<file path="config.mk">
export PLATFORM = sky130hd
export DESIGN_NAME = mux_arbiter_flat
export DESIGN_NICKNAME = d
export VERILOG_FILES = /design/src/rtl/mux_arbiter_pkg.sv /design/src/rtl/mux_arbiter_if.sv /design/src/rtl/mux_arbiter_rr_pick3.sv /design/src/rtl/mux_arbiter.sv /design/src/flat_wrapper.sv
export SDC_FILE = /design/constraint.sdc
export NUM_CORES = 1
export LEC_CHECK = 0
export BUFFER_PORTS_ARGS = -buffer_cell sky130_fd_sc_hd__buf_4
export CAP_MARGIN = 20
export CORE_MARGIN = 3
export CORE_UTILIZATION = 50
export DETAILED_ROUTE_END_ITERATION = 10
export GPL_ROUTABILITY_DRIVEN = 0
export GPL_TIMING_DRIVEN = 0
export PLACE_DENSITY = 0.79
export SYNTH_ARGS = -nofsm -noshare
export SYNTH_HDL_FRONTEND = slang
export SYNTH_SLANG_ARGS = --single-unit
</file>
<file path="constraint.sdc">
create_clock -name clk -period 2 [get_ports clk]
set_input_delay 0.1 -clock clk [delete_from_list [all_inputs] [get_ports clk]]
set_output_delay 0.1 -clock clk [all_outputs]
set_load 0.05 [all_outputs]
</file>
<file path="src/rtl/mux_arbiter_pkg.sv">
// ============================================================================
// Module : mux_arbiter_pkg
// Brief  : Shared widths, state encoding and select helpers for the arbiter.
// Rev    : 1.0
// ============================================================================
`default_nettype none

package mux_arbiter_pkg;

    localparam int N_REQ = 3;
    localparam int SEL_W = 2;

    typedef enum logic [0:0] {
        ST_IDLE  = 1'b0,
        ST_GRANT = 1'b1
    } state_t;

    localparam logic [SEL_W-1:0] SEL_IN0 = 2'd0;
    localparam logic [SEL_W-1:0] SEL_IN1 = 2'd1;
    localparam logic [SEL_W-1:0] SEL_IN2 = 2'd2;

    function automatic logic [N_REQ-1:0] sel_onehot(input logic [SEL_W-1:0] sel);
        logic [N_REQ-1:0] oh;
        case (sel)
            SEL_IN0: oh = 3'b001;
            SEL_IN1: oh = 3'b010;
            SEL_IN2: oh = 3'b100;
            default: oh = 3'b000;
        endcase
        return oh;
    endfunction

    // Round-robin successor, wrapping 2 -> 0.
    function automatic logic [SEL_W-1:0] sel_next(input logic [SEL_W-1:0] sel);
        logic [SEL_W-1:0] nxt;
        case (sel)
            SEL_IN0: nxt = SEL_IN1;
            SEL_IN1: nxt = SEL_IN2;
            default: nxt = SEL_IN0;
        endcase
        return nxt;
    endfunction

endpackage

`default_nettype wire

</file>
<file path="src/rtl/mux_arbiter_if.sv">
// ============================================================================
// Module : mux_arbiter_if
// Brief  : Request/grant/handshake bundle between requesters, arbiter and sink.
// Rev    : 1.0
// ============================================================================
`default_nettype none

interface mux_arbiter_if;
    import mux_arbiter_pkg::*;

    logic [N_REQ-1:0] req;
    logic [N_REQ-1:0] last;
    logic             out_ready;
    logic [SEL_W-1:0] mux_ctrl;
    logic [N_REQ-1:0] grant;
    logic [N_REQ-1:0] ack;
    logic             out_valid;
    logic             busy;

    modport master (
        input  req, last, out_ready,
        output mux_ctrl, grant, ack, out_valid, busy
    );

    modport slave (
        output req, last, out_ready,
        input  mux_ctrl, grant, ack, out_valid, busy
    );

endinterface

`default_nettype wire

</file>
<file path="src/rtl/mux_arbiter_rr_pick3.sv">
// ============================================================================
// Module : rr_pick3
// Brief  : Combinational 3-way rotating-priority picker starting at ptr.
// Rev    : 1.0
// ============================================================================
`default_nettype none

module rr_pick3
    import mux_arbiter_pkg::*;
(
    input  logic [N_REQ-1:0] req,
    input  logic [SEL_W-1:0] ptr,
    output logic [SEL_W-1:0] winner,
    output logic             found
);

    always_comb begin
        winner = SEL_IN0;
        found  = |req;
        case (ptr)
            SEL_IN1: begin
                if      (req[1]) winner = SEL_IN1;
                else if (req[2]) winner = SEL_IN2;
                else if (req[0]) winner = SEL_IN0;
            end
            SEL_IN2: begin
                if      (req[2]) winner = SEL_IN2;
                else if (req[0]) winner = SEL_IN0;
                else if (req[1]) winner = SEL_IN1;
            end
            default: begin
                if      (req[0]) winner = SEL_IN0;
                else if (req[1]) winner = SEL_IN1;
                else if (req[2]) winner = SEL_IN2;
            end
        endcase
    end

endmodule

`default_nettype wire

</file>
<file path="src/rtl/mux_arbiter.sv">
// ============================================================================
// Module : mux_arbiter
// Brief  : Round-robin arbiter driving a 3-input mux select with burst control.
// Rev    : 1.0
// ============================================================================
`default_nettype none

module mux_arbiter
    import mux_arbiter_pkg::*;
#(
    parameter int MAX_BURST = 4,
    parameter int CNT_W     = 3
)(
    input  logic         clk,
    input  logic         rst,
    mux_arbiter_if.master bus
);

    localparam logic [CNT_W-1:0] CNT_LAST = CNT_W'(MAX_BURST - 1);

    state_t           r_state;
    logic [N_REQ-1:0] r_grant;
    logic [SEL_W-1:0] r_mux_ctrl;
    logic [SEL_W-1:0] r_ptr;
    logic [CNT_W-1:0] r_beat_cnt;

    state_t           w_state_nxt;
    logic [N_REQ-1:0] w_grant_nxt;
    logic [SEL_W-1:0] w_mux_nxt;
    logic [SEL_W-1:0] w_ptr_nxt;
    logic [CNT_W-1:0] w_cnt_nxt;
    logic [SEL_W-1:0] w_winner;
    logic             w_found;
    logic             w_sel_req;
    logic             w_sel_last;
    logic             w_out_valid;
    logic             w_xfer;
    logic [N_REQ-1:0] w_ack;

    rr_pick3 u_pick (
        .req    (bus.req),
        .ptr    (r_ptr),
        .winner (w_winner),
        .found  (w_found)
    );

    always_comb begin
        w_sel_req  = 1'b0;
        w_sel_last = 1'b0;
        case (r_mux_ctrl)
            SEL_IN0: begin w_sel_req = bus.req[0]; w_sel_last = bus.last[0]; end
            SEL_IN1: begin w_sel_req = bus.req[1]; w_sel_last = bus.last[1]; end
            SEL_IN2: begin w_sel_req = bus.req[2]; w_sel_last = bus.last[2]; end
            default: begin w_sel_req = 1'b0;       w_sel_last = 1'b0;       end
        endcase
    end

    always_ff @(posedge clk) begin
        if (rst) begin
            r_state    <= ST_IDLE;
            r_grant    <= '0;
            r_mux_ctrl <= SEL_IN0;
            r_ptr      <= SEL_IN0;
            r_beat_cnt <= '0;
        end else begin
            r_state    <= w_state_nxt;
            r_grant    <= w_grant_nxt;
            r_mux_ctrl <= w_mux_nxt;
            r_ptr      <= w_ptr_nxt;
            r_beat_cnt <= w_cnt_nxt;
        end
    end

    always_comb begin
        w_state_nxt = r_state;
        w_grant_nxt = r_grant;
        w_mux_nxt   = r_mux_ctrl;
        w_ptr_nxt   = r_ptr;
        w_cnt_nxt   = r_beat_cnt;
        w_out_valid = 1'b0;
        w_xfer      = 1'b0;
        w_ack       = '0;
        case (r_state)
            ST_IDLE: begin
                w_grant_nxt = '0;
                if (w_found) begin
                    w_state_nxt = ST_GRANT;
                    w_grant_nxt = sel_onehot(w_winner);
                    w_mux_nxt   = w_winner;
                    w_cnt_nxt   = '0;
                end
            end
            ST_GRANT: begin
                // A beat caught by reset is never acknowledged.
                w_out_valid = w_sel_req & ~rst;
                w_xfer      = w_out_valid & bus.out_ready;
                w_ack       = w_xfer ? sel_onehot(r_mux_ctrl) : '0;
                if (!w_sel_req || (w_xfer && (w_sel_last || r_beat_cnt == CNT_LAST))) begin
                    w_state_nxt = ST_IDLE;
                    w_grant_nxt = '0;
                    w_ptr_nxt   = sel_next(r_mux_ctrl);
                    w_cnt_nxt   = '0;
                end else if (w_xfer) begin
                    w_cnt_nxt = r_beat_cnt + CNT_W'(1);
                end
            end
            default: begin
                w_state_nxt = ST_IDLE;
                w_grant_nxt = '0;
            end
        endcase
    end

    assign bus.mux_ctrl  = r_mux_ctrl;
    assign bus.grant     = r_grant;
    assign bus.ack       = w_ack;
    assign bus.out_valid = w_out_valid;
    assign bus.busy      = (r_state == ST_GRANT);

endmodule

`default_nettype wire
</file>
<file path="src/flat_wrapper.sv">
// flat-port wrapper written by rule: the top's interface ports become plain ports
module mux_arbiter_flat import mux_arbiter_pkg::*;
#(
    parameter int MAX_BURST = 4,
    parameter int CNT_W     = 3
)
  (clk, rst, bus_req, bus_last, bus_out_ready, bus_mux_ctrl, bus_grant, bus_ack, bus_out_valid, bus_busy);
  mux_arbiter_if bus_i ();
  input  logic clk;
  input  logic rst;
  input wire logic [$bits(bus_i.req)-1:0] bus_req;
  input wire logic [$bits(bus_i.last)-1:0] bus_last;
  input wire logic [$bits(bus_i.out_ready)-1:0] bus_out_ready;
  output wire logic [$bits(bus_i.mux_ctrl)-1:0] bus_mux_ctrl;
  output wire logic [$bits(bus_i.grant)-1:0] bus_grant;
  output wire logic [$bits(bus_i.ack)-1:0] bus_ack;
  output wire logic [$bits(bus_i.out_valid)-1:0] bus_out_valid;
  output wire logic [$bits(bus_i.busy)-1:0] bus_busy;
  assign bus_i.req = bus_req;
  assign bus_i.last = bus_last;
  assign bus_i.out_ready = bus_out_ready;
  assign bus_mux_ctrl = bus_i.mux_ctrl;
  assign bus_grant = bus_i.grant;
  assign bus_ack = bus_i.ack;
  assign bus_out_valid = bus_i.out_valid;
  assign bus_busy = bus_i.busy;
  mux_arbiter #(.MAX_BURST(MAX_BURST), .CNT_W(CNT_W)) u_core (.clk(clk), .rst(rst), .bus(bus_i));
endmodule
</file>
== Word-level counts from Yosys, hierarchy flattened ==
Index checks and enable logic that the tools add are counted.
Operators by class
  magnitude comparators: 0
  mux-type cells: 25
  $mul: 0
  $add $sub $neg: 1
  reduce and logical (&&, ||, !) cells: 10
  bitwise logic cells: 4
  eq/ne operators: 10
  shift-type cells: 0
  divide/modulo/power cells: 0
Operators with widths (count)
  2-to-1 mux 3 bit: 7
  one-hot mux 3 bit (3 select lines): 2
  one-hot mux 3 bit (2 select lines): 2
  2-to-1 mux 2 bit: 4
  one-hot mux 2 bit (2 select lines): 2
  == test 2 x 1 -> 1 bit, second input constant: 3
  == test 2 bit, second input constant: 3
  one-hot mux 1 bit (3 select lines): 2
  AND reduction 2 bit: 3
  2-to-1 mux 1 bit: 5
  logical NOT 2 bit: 2
  != test 2 bit, second input constant: 2
  adder 3 x 1 -> 3 bit, second input constant: 1
  == test 3 x 2 -> 1 bit, second input constant: 1
  != test 3 bit, second input constant: 1
  OR reduction 3 bit: 1
  AND 1 bit: 2
  logical OR 1 bit: 2
  NOT 1 bit: 2
  one-hot mux 1 bit (2 select lines): 1
  logical AND 1 bit: 1
  logical NOT 1 bit: 1
Storage, ports and cells
  latch bits: 0
  memories: 0
  memory bits (writable): 0
  register bits after elaboration: 11
  bits in read-only memories: 0

== Depth between registers and ports, before layout ==
Gate-level depths: netlist of the first run.
  depth in word-level cells: 8
  gate-level depth with buffers: 6

== By module ==
Synthesis of the first run repeated with hierarchy kept, for this count alone.
Unflattened totals
  cells, all modules: 82
  area total of the unflattened synthesis: 750.7 um2
By module, submodules not included
  mux_arbiter: cells each 69, area an instance 660.6 um2, times used 1
  rr_pick3: cells each 13, area an instance 90.1 um2, times used 1

== Least setup slack after synthesis of the first run ==
No wires, ideal clock.
  kind: register to output
  start: reg u_core.r_mux_ctrl[0] (netlist: u_core.bus.mux_ctrl[0])
  end: out bus_ack[0]
  path slack: -805 ps
  arrival: 2705 ps
  stages on the path, launching flop included: 5
  buffers on the path: 1
  path through: dfxtp_1 buf_2 mux2i_4 or3b_1 nor3_1
On the way
  cells in the longest elaborated chain, start to end: 6
  elaborated cells between the ends (all ways): 9
Ends and longest elaborated chain
  start: declaration: line mux_arbiter.sv:23  | logic [SEL_W-1:0] r_mux_ctrl;
  start signal: assignment: line mux_arbiter.sv:68  | r_mux_ctrl <= w_mux_nxt;
  == test 2 bit (tied with other cells): line mux_arbiter_pkg.sv:24, mux_arbiter.sv:50
  one-hot mux 1 bit (3 select lines): line mux_arbiter.sv:50  | case (r_mux_ctrl)
  AND 1 bit: line mux_arbiter.sv:95  | w_out_valid = w_sel_req & ~rst;
  AND 1 bit: line mux_arbiter.sv:96  | w_xfer = w_out_valid & bus.out_ready;
  2-to-1 mux 3 bit *: line mux_arbiter.sv:97  | w_ack = w_xfer ? sel_onehot(r_mux_ctrl) : '0;
  2-to-1 mux 3 bit *: line mux_arbiter.sv:83  | case (r_state)
  end: declaration: line flat_wrapper.sv:16  | output wire logic [$bits(bus_i.ack)-1:0] bus_ack;
Mark *: on every way between the ends. The rest lies on a longest branch, timed or not.

== Final worst setup path of the first run ==
  start: reg u_core.r_mux_ctrl[0] (netlist: u_core.bus.mux_ctrl[0])
  end: out bus_ack[1]
Same word-level chain as after synthesis.

==> impl_metrics.env, run 1 <==
export IMPL_drive_gt1_frac=0.374
export IMPL_preCtsSetupSlack_ns=0.171
export IMPL_synth_nets=94
export IMPL_fin_nets=121
export IMPL_worst_slack_ns=0.0524
export IMPL_p_total_uw=576
export IMPL_max_freq_mhz=513
export IMPL_num_antenna_cells=0
export IMPL_ios=19
export IMPL_ant_nets=0
export IMPL_drv_cap=0
export IMPL_slowest_stage="or3b_4"
export IMPL_clock_sinks=11
export IMPL_grt_max_degree=12
export IMPL_vdd_drop_max_v=0.000400
export IMPL_seq_area_frac_synth=0.293
export IMPL_status="completed"
export IMPL_wire_per_inst_um=14.2
export IMPL_grt_pass1_wl_um=2860
export IMPL_clk_pin_slew_ns=0.07
export IMPL_die_y_um=44.8
export IMPL_final_cell_mix="20 x buf_4, 8 x dfxtp_1, 7 x nand2b_1"
export IMPL_avgSynthCellArea_um2=9.28
export IMPL_syn_inst=81
export IMPL_cp_cell_sequence="buf_8 > mux2i_4 > or3b_4 > nor3b_4 > buf_6"
export IMPL_cts_root_buf="clkbuf_4"
export IMPL_finalHoldViolations=0
export IMPL_worst_path_max_fanout=10
export IMPL_synthesis_area_um2=752
export IMPL_cts_buffers_inserted=3
export IMPL_cp_required_ns=1.90
export IMPL_startpoint_type="flip-flop"
export IMPL_crit_type="flip-flop to primary output"
export IMPL_p_per_area_mw_per_mm2=558
export IMPL_slew_viol_final=0
export IMPL_vias=700
export IMPL_ys_ff_latch=11
export IMPL_cts_hold_buf=0
export IMPL_layout_commonest_cell="buf_4"
export IMPL_grt_pass1_vias=658
export IMPL_drt_total_wl_um=1730
export IMPL_worst_clock_skew_ns=0.00308
export IMPL_final_setup_viol_count=0
export IMPL_worstMarginPinSlew_ns=0.741
export IMPL_ys_types=34
export IMPL_grt_overflow_total=0
export IMPL_post_route_util=0.765
export IMPL_timing_hold_ws_ns=0.153
export IMPL_cp_slowest_stage_delay_ns=0.45
export IMPL_start_util=0.557
export IMPL_die_x_um=44.8
export IMPL_cp_end_kind="primary output"
export IMPL_io_buffers=18
export IMPL_core_mm2=0.00135
export IMPL_fin_crit_sh=0.974
export IMPL_clockBufferDepth=2
export IMPL_clock_latency_ns=0.27
export IMPL_drtIter0Drc=8
export IMPL_via_per_inst=5.74
export IMPL_path_buf_inv=2
export IMPL_post_dp_hpwl_um=1250
export IMPL_drc=0
export IMPL_critPathArrivalTime_ns=1.85
export IMPL_p_leak_nw=0.416
export IMPL_track_usage=0.189
export IMPL_hp_class="input port to flip-flop"
export IMPL_finalSetupTns_ns=0
export IMPL_slew_headroom=0.502
export IMPL_crit_family="simple AND/OR/NAND/NOR gates"
export IMPL_synth_top_area_frac=0.293
export IMPL_rows=13
export IMPL_cts_tree="yes"
export IMPL_htree_levels=1
export IMPL_antenna_found_initial=0
export IMPL_fill_cells=104
export IMPL_ys_top_cells_by_area="dfxtp_1 29%, ha_1 6.7%, mux2i_1 6.7%"
export IMPL_synth_largest_area_cell="dfxtp_1"
export IMPL_syn_to_final_growth_pct=37.3
export IMPL_yosys_warnings=0
export IMPL_fin_crit_ns=1.95
export IMPL_drt_pre_antenna_iters=4
export IMPL_die_area_mm2=0.00201
[power breakdown]
| part | total, mW | switching, mW | internal, mW |
|---|---|---|---|
| clock | 0.152 | 0.0753 | 0.0772 |
| sequential | 0.242 | 0.0118 | 0.230 |
| combinational | 0.182 | 0.104 | 0.0776 |
| total | 0.576 | 0.191 | 0.385 |
[worst paths after layout]
check | slack, ns | start | depth (start not counted) | endpoint
setup reg to reg | 0.16 | u_core.r_beat_cnt[0] | 6 | u_core.r_ptr[0]
setup / recovery | 0.05 | u_core.bus.mux_ctrl[0] | 5 | bus_ack[1]
hold / removal | 0.15 | bus_req[1] | 3 | u_core.bus.mux_ctrl[0]
hold reg to reg | 0.49 | u_core.r_beat_cnt[2] | 2 | u_core.r_beat_cnt[2]
[flip-flops by register name (all words and copies together) (netlist names)]
name,cells
u_core.bus.busy,1
u_core.bus.mux_ctrl,2
u_core.r_beat_cnt,3
u_core.bus.grant,3
u_core.r_ptr,2
[routing by layer]
metal | up-vias | share of wire | global-route usage
met5 | - | 0 | 0
met4 | 0 | 0.011 | 0.0702
met3 | 4 | 0.075 | 0.0438
met2 | 20 | 0.46 | 0.321
met1 | 327 | 0.45 | 0.232
li1 | 349 | - | -
[cells by family after synthesis]
family | Yosys count | synth area share
buffers and inverters | 8 | 0.0516
DFF | 11 | 0.293
adders and majority gates | 4 | 0.0666
and+or+nand+nor | 32 | 0.275
AOI/OAI and AO/OA | 18 | 0.185
muxes | 8 | 0.130
[metrics by stage]
step,cell area (µm²),instances
2_1_floorplan,797,81
3_3_place_gp,951,114
3_5_place_dp,951,114
4_1_cts,990,118
5_1_grt,1030,122
6_report,1030,122
[final cells by class]
type / count / area, µm² / area share
tap: 15 / 18.8 / 0.0182
multi-input combinational: 62 / 536 / 0.519
buffer: 2 / 18.8 / 0.0182
timing repair buffer: 23 / 185 / 0.179
sequential: 11 / 229 / 0.222
clock buffer: 4 / 26.3 / 0.0255
inverter: 5 / 18.8 / 0.0182
[worst min-delay path: stages]
cell and delay (ns):
buf_4 0.13, o211ai_1 0.08, a21oi_1 0.06
[timing repair]
| item | CTS | global route |
|---|---|---|
| setup endpoints to repair | 3 | 3 |
| setup buffers | 1 | 4 |
| gates resized for setup | 3 | 2 |
| pin swaps | 1 | 0 |
[cell usage after synthesis]
master     count
and2_1         1
nand3_1        4
a32o_1         2
o21a_1         1
nand2_1        2
a21oi_1        4
nand4bb_1      1
inv_1          5
buf_6          1
o31ai_1        1
or3b_1         1
o41ai_1        1
o21ba_2        1
or3b_2         2
mux2i_1        5
mux2i_2        1
clkbuf_1       1
nor2b_1        3
a221o_1        1
o21ai_0        2
o211ai_1       2
o22ai_2        1
mux2_1         1
o2111ai_1      1
dfxtp_1       11
nor3_1         2
ha_1           4
buf_2          1
a21oi_2        1
nand3b_1       3
nand2b_1       7
mux2i_4        1
nor2_1         4
nor3b_2        2
Note: power is estimated with default switching activity, not from simulation.
==> run 2: changes to the inputs <==
--- a/config.mk
+++ b/config.mk
@@ -5,6 +5,7 @@
 export SDC_FILE = /design/constraint.sdc
 export NUM_CORES = 1
 export LEC_CHECK = 0
+export ABC_CLOCK_PERIOD_IN_PS = 2000
 export BUFFER_PORTS_ARGS = -buffer_cell sky130_fd_sc_hd__buf_4
 export CAP_MARGIN = 20
 export CORE_MARGIN = 3
==> constraint.sdc (replaced) <==
create_clock -name clk -period 2 [get_ports clk]
set_input_delay 0 -clock clk [delete_from_list [all_inputs] [get_ports clk]]
set_output_delay 0 -clock clk [all_outputs]
set_load 0.05 [all_outputs]
==> run 2 against run 1 <==
Against the previous run: utilization down 3.2 points; register-to-register slack better by 0.02 ns; sequential power about the same; die area unchanged; clock skew up 0.0024 ns.
==> impl_metrics.env, run 2 (synthesis gave the netlist of run 1 again) <==
export IMPL_status="completed"
export IMPL_rows=13
export IMPL_post_dp_hpwl_um=1230
export IMPL_finalSetupTns_ns=0
export IMPL_syn_to_final_growth_pct=31.6
export IMPL_drc=0
export IMPL_slew_viol_final=0
export IMPL_grt_overflow_total=0
export IMPL_track_usage=0.178
export IMPL_drive_gt1_frac=0.365
export IMPL_start_util=0.557
export IMPL_rsz0062_at_grt="no"
export IMPL_clockBufferDepth=2
export IMPL_fin_crit_ns=1.94
export IMPL_clock_latency_ns=0.27
export IMPL_vias=673
export IMPL_ant_nets=0
export IMPL_clock_sinks=11
export IMPL_crit_type="flip-flop to primary output"
export IMPL_worst_path_max_fanout=10
export IMPL_drt_total_wl_um=1570
export IMPL_die_x_um=44.8
export IMPL_via_per_inst=5.66
export IMPL_wl_met2_um=691
export IMPL_htree_levels=1
export IMPL_placedCellCount=114
export IMPL_p_per_area_mw_per_mm2=574
export IMPL_die_area_mm2=0.00201
export IMPL_slew_headroom=0.502
export IMPL_clk_pin_slew_ns=0.07
export IMPL_antenna_found_initial=0
export IMPL_finalHoldViolations=0
export IMPL_ios=19
export IMPL_grt_max_degree=11
export IMPL_finalInstanceArea_um2=990
export IMPL_layout_commonest_cell="buf_4"
export IMPL_startpoint_type="flip-flop"
export IMPL_grt_pass1_wl_um=2680
export IMPL_layout_cells_non_filler=119
export IMPL_grt_pass1_vias=631
export IMPL_max_freq_mhz=517
export IMPL_vdd_drop_max_v=0.000348
export IMPL_num_antenna_cells=0
export IMPL_cp_end_kind="primary output"
export IMPL_highest_layer="met4"
export IMPL_p_leak_nw=0.382
export IMPL_drtIter0Drc=10
export IMPL_worstMarginPinSlew_ns=0.740
export IMPL_final_setup_viol_count=0
export IMPL_critPathArrivalTime_ns=1.94
export IMPL_fin_crit_sh=0.968
export IMPL_cts_root_buf="clkbuf_4"
export IMPL_drt_pre_antenna_iters=4
export IMPL_m1WireLength_um=728
export IMPL_drv_cap=0
export IMPL_placed_area_um2=946
export IMPL_cts_tree="yes"
export IMPL_core_mm2=0.00135
export IMPL_final_cell_mix="18 x buf_4, 8 x dfxtp_1, 7 x nand2b_1"
export IMPL_cp_required_ns=2.00
export IMPL_io_buffers=18
export IMPL_worst_clock_skew_ns=0.00548
export IMPL_die_y_um=44.8
export IMPL_hp_class="input port to flip-flop"
export IMPL_cts_buffers_inserted=3
export IMPL_fin_nets=118
export IMPL_wire_per_inst_um=13.2
export IMPL_dr_wl_met3_um=130
run 2: cell count changes in the layout (fill, tap and decap cells not counted), sizes merged:
cell / delta
buf: -2
dlymetal6s2s: -1
run 2: power breakdown:
group | leakage (nW) | total [mW] | internal [mW] | switching (mW)
combinational | 0.276 | 0.175 | 0.0723 | 0.102
sequential | 0.0911 | 0.240 | 0.231 | 0.00905
clock | 0.0150 | 0.154 | 0.0772 | 0.0765
run 2: worst max-delay path: stages, from the launching register on:
cell,delay (ns)
dfxtp_2,0.33
buf_6,0.14
mux2i_2,0.20
mux2i_4,0.15
or3b_4,0.44
nor3b_4,0.21
buf_6,0.18
run 2: final cells by class:
type                       count  area (µm²)
sequential                    11         226
clock buffer                   4        26.3
fill                         106         360
tap                           15        18.8
multi-input combinational     62         527
timing repair buffer          19         150
buffer                         3        22.5
inverter                       5        18.8
run 2: worst paths after layout:
| path | startpoint | to | slack [ns] | cells after the start |
|---|---|---|---|---|
| max | u_core.bus.mux_ctrl[1] | bus_ack[1] | 0.06 | 6 |
| min reg2reg | u_core.bus.grant[0] | u_core.bus.grant[0] | 0.47 | 1 |
| min | bus_req[1] | u_core.bus.mux_ctrl[0] | 0.04 | 3 |
| max reg2reg | u_core.r_beat_cnt[0] | u_core.r_ptr[0] | 0.18 | 6 |
run 2: routing by layer:
metal,vias up,track usage
li1,344,-
met1,299,0.226
met2,25,0.284
met3,5,0.0398
met4,0,0.0877
met5,-,0
run 2: repair_timing:
item	in CTS	in global routing
hold buffers	0	0
endpoints found under the hold margin	0	0
gates resized for setup	2	1
setup endpoints to repair	3	2
buffers inserted	0	1
run 2: per-stage QoR:
| step | total power [mW] | utilization | worst slack [ns] | hold WS (ns) |
|---|---|---|---|---|
| final | 0.568 | 0.733 | 0.0649 | 0.0365 |
| after global placement | 0.413 | 0.701 | 0.194 | 0.318 |
| after floorplan | 0.368 | - | 0.0122 | 0.158 |
| after CTS | 0.569 | 0.725 | 0.00988 | 0.0381 |
| after detailed placement | 0.416 | 0.701 | 0.182 | 0.325 |
| after global routing | 0.596 | 0.733 | 0.00351 | 0.0411 |
==> run 3: changes to the inputs <==
--- a/config.mk
+++ b/config.mk
@@ -6,14 +6,15 @@
 export NUM_CORES = 1
 export LEC_CHECK = 0
 export ABC_CLOCK_PERIOD_IN_PS = 2000
-export BUFFER_PORTS_ARGS = -buffer_cell sky130_fd_sc_hd__buf_4
 export CAP_MARGIN = 20
-export CORE_MARGIN = 3
-export CORE_UTILIZATION = 50
+export CORE_AREA = 3 3 40 42
 export DETAILED_ROUTE_END_ITERATION = 10
+export DIE_AREA = 0 0 43 45
+export DONT_BUFFER_PORTS = 1
 export GPL_ROUTABILITY_DRIVEN = 0
 export GPL_TIMING_DRIVEN = 0
-export PLACE_DENSITY = 0.79
+export PLACE_DENSITY = 0.75
 export SYNTH_ARGS = -nofsm -noshare
 export SYNTH_HDL_FRONTEND = slang
+export SYNTH_HIERARCHICAL = 1
 export SYNTH_SLANG_ARGS = --single-unit
==> run 3 against run 2 <==
Against the previous run: maximum frequency increased by 0.91%; die area decreased by 3.5%; synthesized area decreased by 0.17%; highest routed layer unchanged; non-clock buffer count decreased by 11; critical path type unchanged; register-to-register slack got worse by 0.02 ns; sequential share of layout area increased by 2.3 points; final cell count decreased by 10%; synthesized cell count increased by 1.2%; wire length increased by 1.4%; sequential power increased by 10%; flip-flop and latch count unchanged.
==> impl_metrics.env, run 3 <==
export IMPL_fin_crit_sh=0.959
export IMPL_io_buffers=0
export IMPL_via_per_inst=5.78
export IMPL_cp_endpoint="bus_ack[1]"
export IMPL_ys_ff_latch=11
export IMPL_register_area_um2=229
export IMPL_p_per_area_mw_per_mm2=610
export IMPL_antenna_found_initial=0
export IMPL_fin_nets=106
export IMPL_synth_async_reset_ratio=0
export IMPL_grt_pass1_wl_um=2680
export IMPL_final_setup_viol_count=0
export IMPL_wire_per_inst_um=14.9
export IMPL_ys_types=30
export IMPL_p_leak_nw=0.332
export IMPL_synth_common_cells="11 x dfxtp_1, 8 x nand2b_1, 8 x nor2_1"
export IMPL_worstMarginPinSlew_ns=0.719
export IMPL_drc=0
export IMPL_worst_clock_skew_ns=0.00644
export IMPL_max_freq_mhz=521
export IMPL_worst_path_max_fanout=4
export IMPL_syn_inst=82
export IMPL_status="completed"
export IMPL_rows=13
export IMPL_htree_levels=1
export IMPL_reg2reg_depth=6
export IMPL_startpoint="u_core/bus.mux_ctrl[1]"
export IMPL_synth_top_area_frac=0.293
export IMPL_drt_total_wl_um=1600
export IMPL_synth_largest_area_cell="dfxtp_1"
export IMPL_core_mm2=0.00128
export IMPL_crit_type="flip-flop to primary output"
export IMPL_switching_share=0.333
export IMPL_preCtsSetupSlack_ns=-0.352
export IMPL_sequentialPowerShare=0.479
export IMPL_slew_viol_final=0
export IMPL_ios=19
export IMPL_cts_root_buf="clkbuf_4"
export IMPL_synth_nets=95
export IMPL_r2r_setup_slack_ns=0.16
export IMPL_yosys_warnings=6
export IMPL_cp_end_kind="primary output"
export IMPL_startpoint_type="flip-flop"
export IMPL_post_dp_hpwl_um=1120
export IMPL_grt_pass1_vias=642
export IMPL_cp_required_ns=2.00
export IMPL_placed_area_um2=805
export IMPL_finalSetupTns_ns=0
export IMPL_synthesis_area_um2=751
export IMPL_num_antenna_cells=0
export IMPL_fill_cells=106
export IMPL_clockBufferDepth=2
export IMPL_syn_to_final_growth_pct=21.0
export IMPL_grt_overflow_total=0
export IMPL_clk_pin_slew_ns=0.07
export IMPL_die_x_um=43
export IMPL_hp_class="input port to flip-flop"
export IMPL_hold_path_depth=2
export IMPL_final_cell_mix="8 x nand2b_1, 8 x dfxtp_1, 7 x nor2_1"
export IMPL_clock_sinks=11
export IMPL_drtIter0Drc=2
export IMPL_slew_headroom=0.517
export IMPL_ant_nets=0
export IMPL_cts_tree="yes"
export IMPL_combPwrFrac=0.248
export IMPL_drive_gt1_frac=0.293
export IMPL_clock_latency_ns=0.27
export IMPL_finalHoldViolations=0
export IMPL_internal_power_uw=370
export IMPL_rr_startpoint="u_core/bus.mux_ctrl[1]"
export IMPL_vdd_drop_max_v=0.000424
export IMPL_multi_input_area_um2=514
export IMPL_reg2reg_to="u_core/r_ptr[0]"
export IMPL_avgSynthCellArea_um2=9.16
export IMPL_clockPowerShare=0.272
export IMPL_critPathArrivalTime_ns=1.92
export IMPL_seq_area_frac_synth=0.293
export IMPL_cts_buffers_inserted=3
export IMPL_drv_cap=0
export IMPL_die_area_mm2=0.00194
export IMPL_die_y_um=45
export IMPL_synth_edf_count=0
export IMPL_synth_ff_type="dfxtp_1"
export IMPL_track_usage=0.190
export IMPL_worst_slack_ns=0.0824
export IMPL_finalInstanceArea_um2=908
export IMPL_vias=618
export IMPL_fin_crit_ns=1.92
export IMPL_ys_top_cells_by_area="dfxtp_1 29%, ha_1 6.7%, nand2b_1 6.7%"
export IMPL_synth_most_common_cell="dfxtp_1"
export IMPL_p_sw_uw=184
export IMPL_drt_pre_antenna_iters=4
export IMPL_start_util=0.584
export IMPL_grt_max_degree=11
## run 3: power by group through the flow
stage | Sequential [mW] | Combinational [mW] | Clock [mW]
4_1_cts | 0.265 | 0.132 | 0.154
3_3_place_gp | 0.270 | 0.113 | 0
5_1_grt | 0.267 | 0.150 | 0.164
2_1_floorplan | 0.269 | 0.101 | 0
3_5_place_dp | 0.271 | 0.116 | 0
6_report | 0.265 | 0.138 | 0.151
## run 3: layout make-up
cell class	instances	area share
timing repair buffer	6	0.0523
buffer	5	0.0551
tap	15	0.0207
multi-input combinational	60	0.566
clock buffer	4	0.0289
inverter	6	0.0248
sequential	11	0.252
## run 3: timing repair
action                                  CTS  global route
resized for setup                        11             2
pin swaps                                 2             1
setup buffers                             3             1
hold endpoints to repair                  5             0
endpoints found under the setup margin    5             1
hold buffers                              1             0
## run 3: per-stage QoR
stage	utilization	instances	total power, mW	hold WS (ns)
global route	0.707	107	0.581	0.0931
global placement	0.620	97	0.384	0.211
CTS	0.695	106	0.552	0.0659
floorplan	-	82	0.369	0.196
finish	0.707	107	0.554	0.0820
detailed placement	0.626	98	0.387	0.216
## run 3: worst min-delay path by stage
stage / start / to / slack (ns)
6_report: bus_req[2] / u_core/bus.grant[2] / 0.08
5_1_grt: bus_req[1] / u_core/bus.grant[1] / 0.09
4_1_cts: bus_req[2] / u_core/bus.grant[2] / 0.07
3_5_place_dp: rst / u_core/r_beat_cnt[2] / 0.22
3_3_place_gp: rst / u_core/r_beat_cnt[2] / 0.21
2_1_floorplan: rst / u_core/r_beat_cnt[2] / 0.20
## run 3: logic make-up after synthesis
group	synth area share
simple gates	0.285
compound gates	0.205
buf+inv	0.0767
flops	0.293
mux	0.0733
fa+ha+maj	0.0667
## run 3: critical path, stage by stage (launching register included)
cell and delay [ns]:
dfxtp_4 0.41, buf_8 0.14, mux2i_1 0.13, o21ai_2 0.19, nand2_2 0.14, nor4b_4 0.64
## run 3: per-layer routing
metal / up-vias / wire length [µm] / global-route usage
li1: 312 / - / -
met1: 282 / 670 / 0.204
met2: 22 / 800 / 0.332
met3: 2 / 116 / 0.0677
met4: 0 / 9 / 0.0904
met5: - / 0 / 0
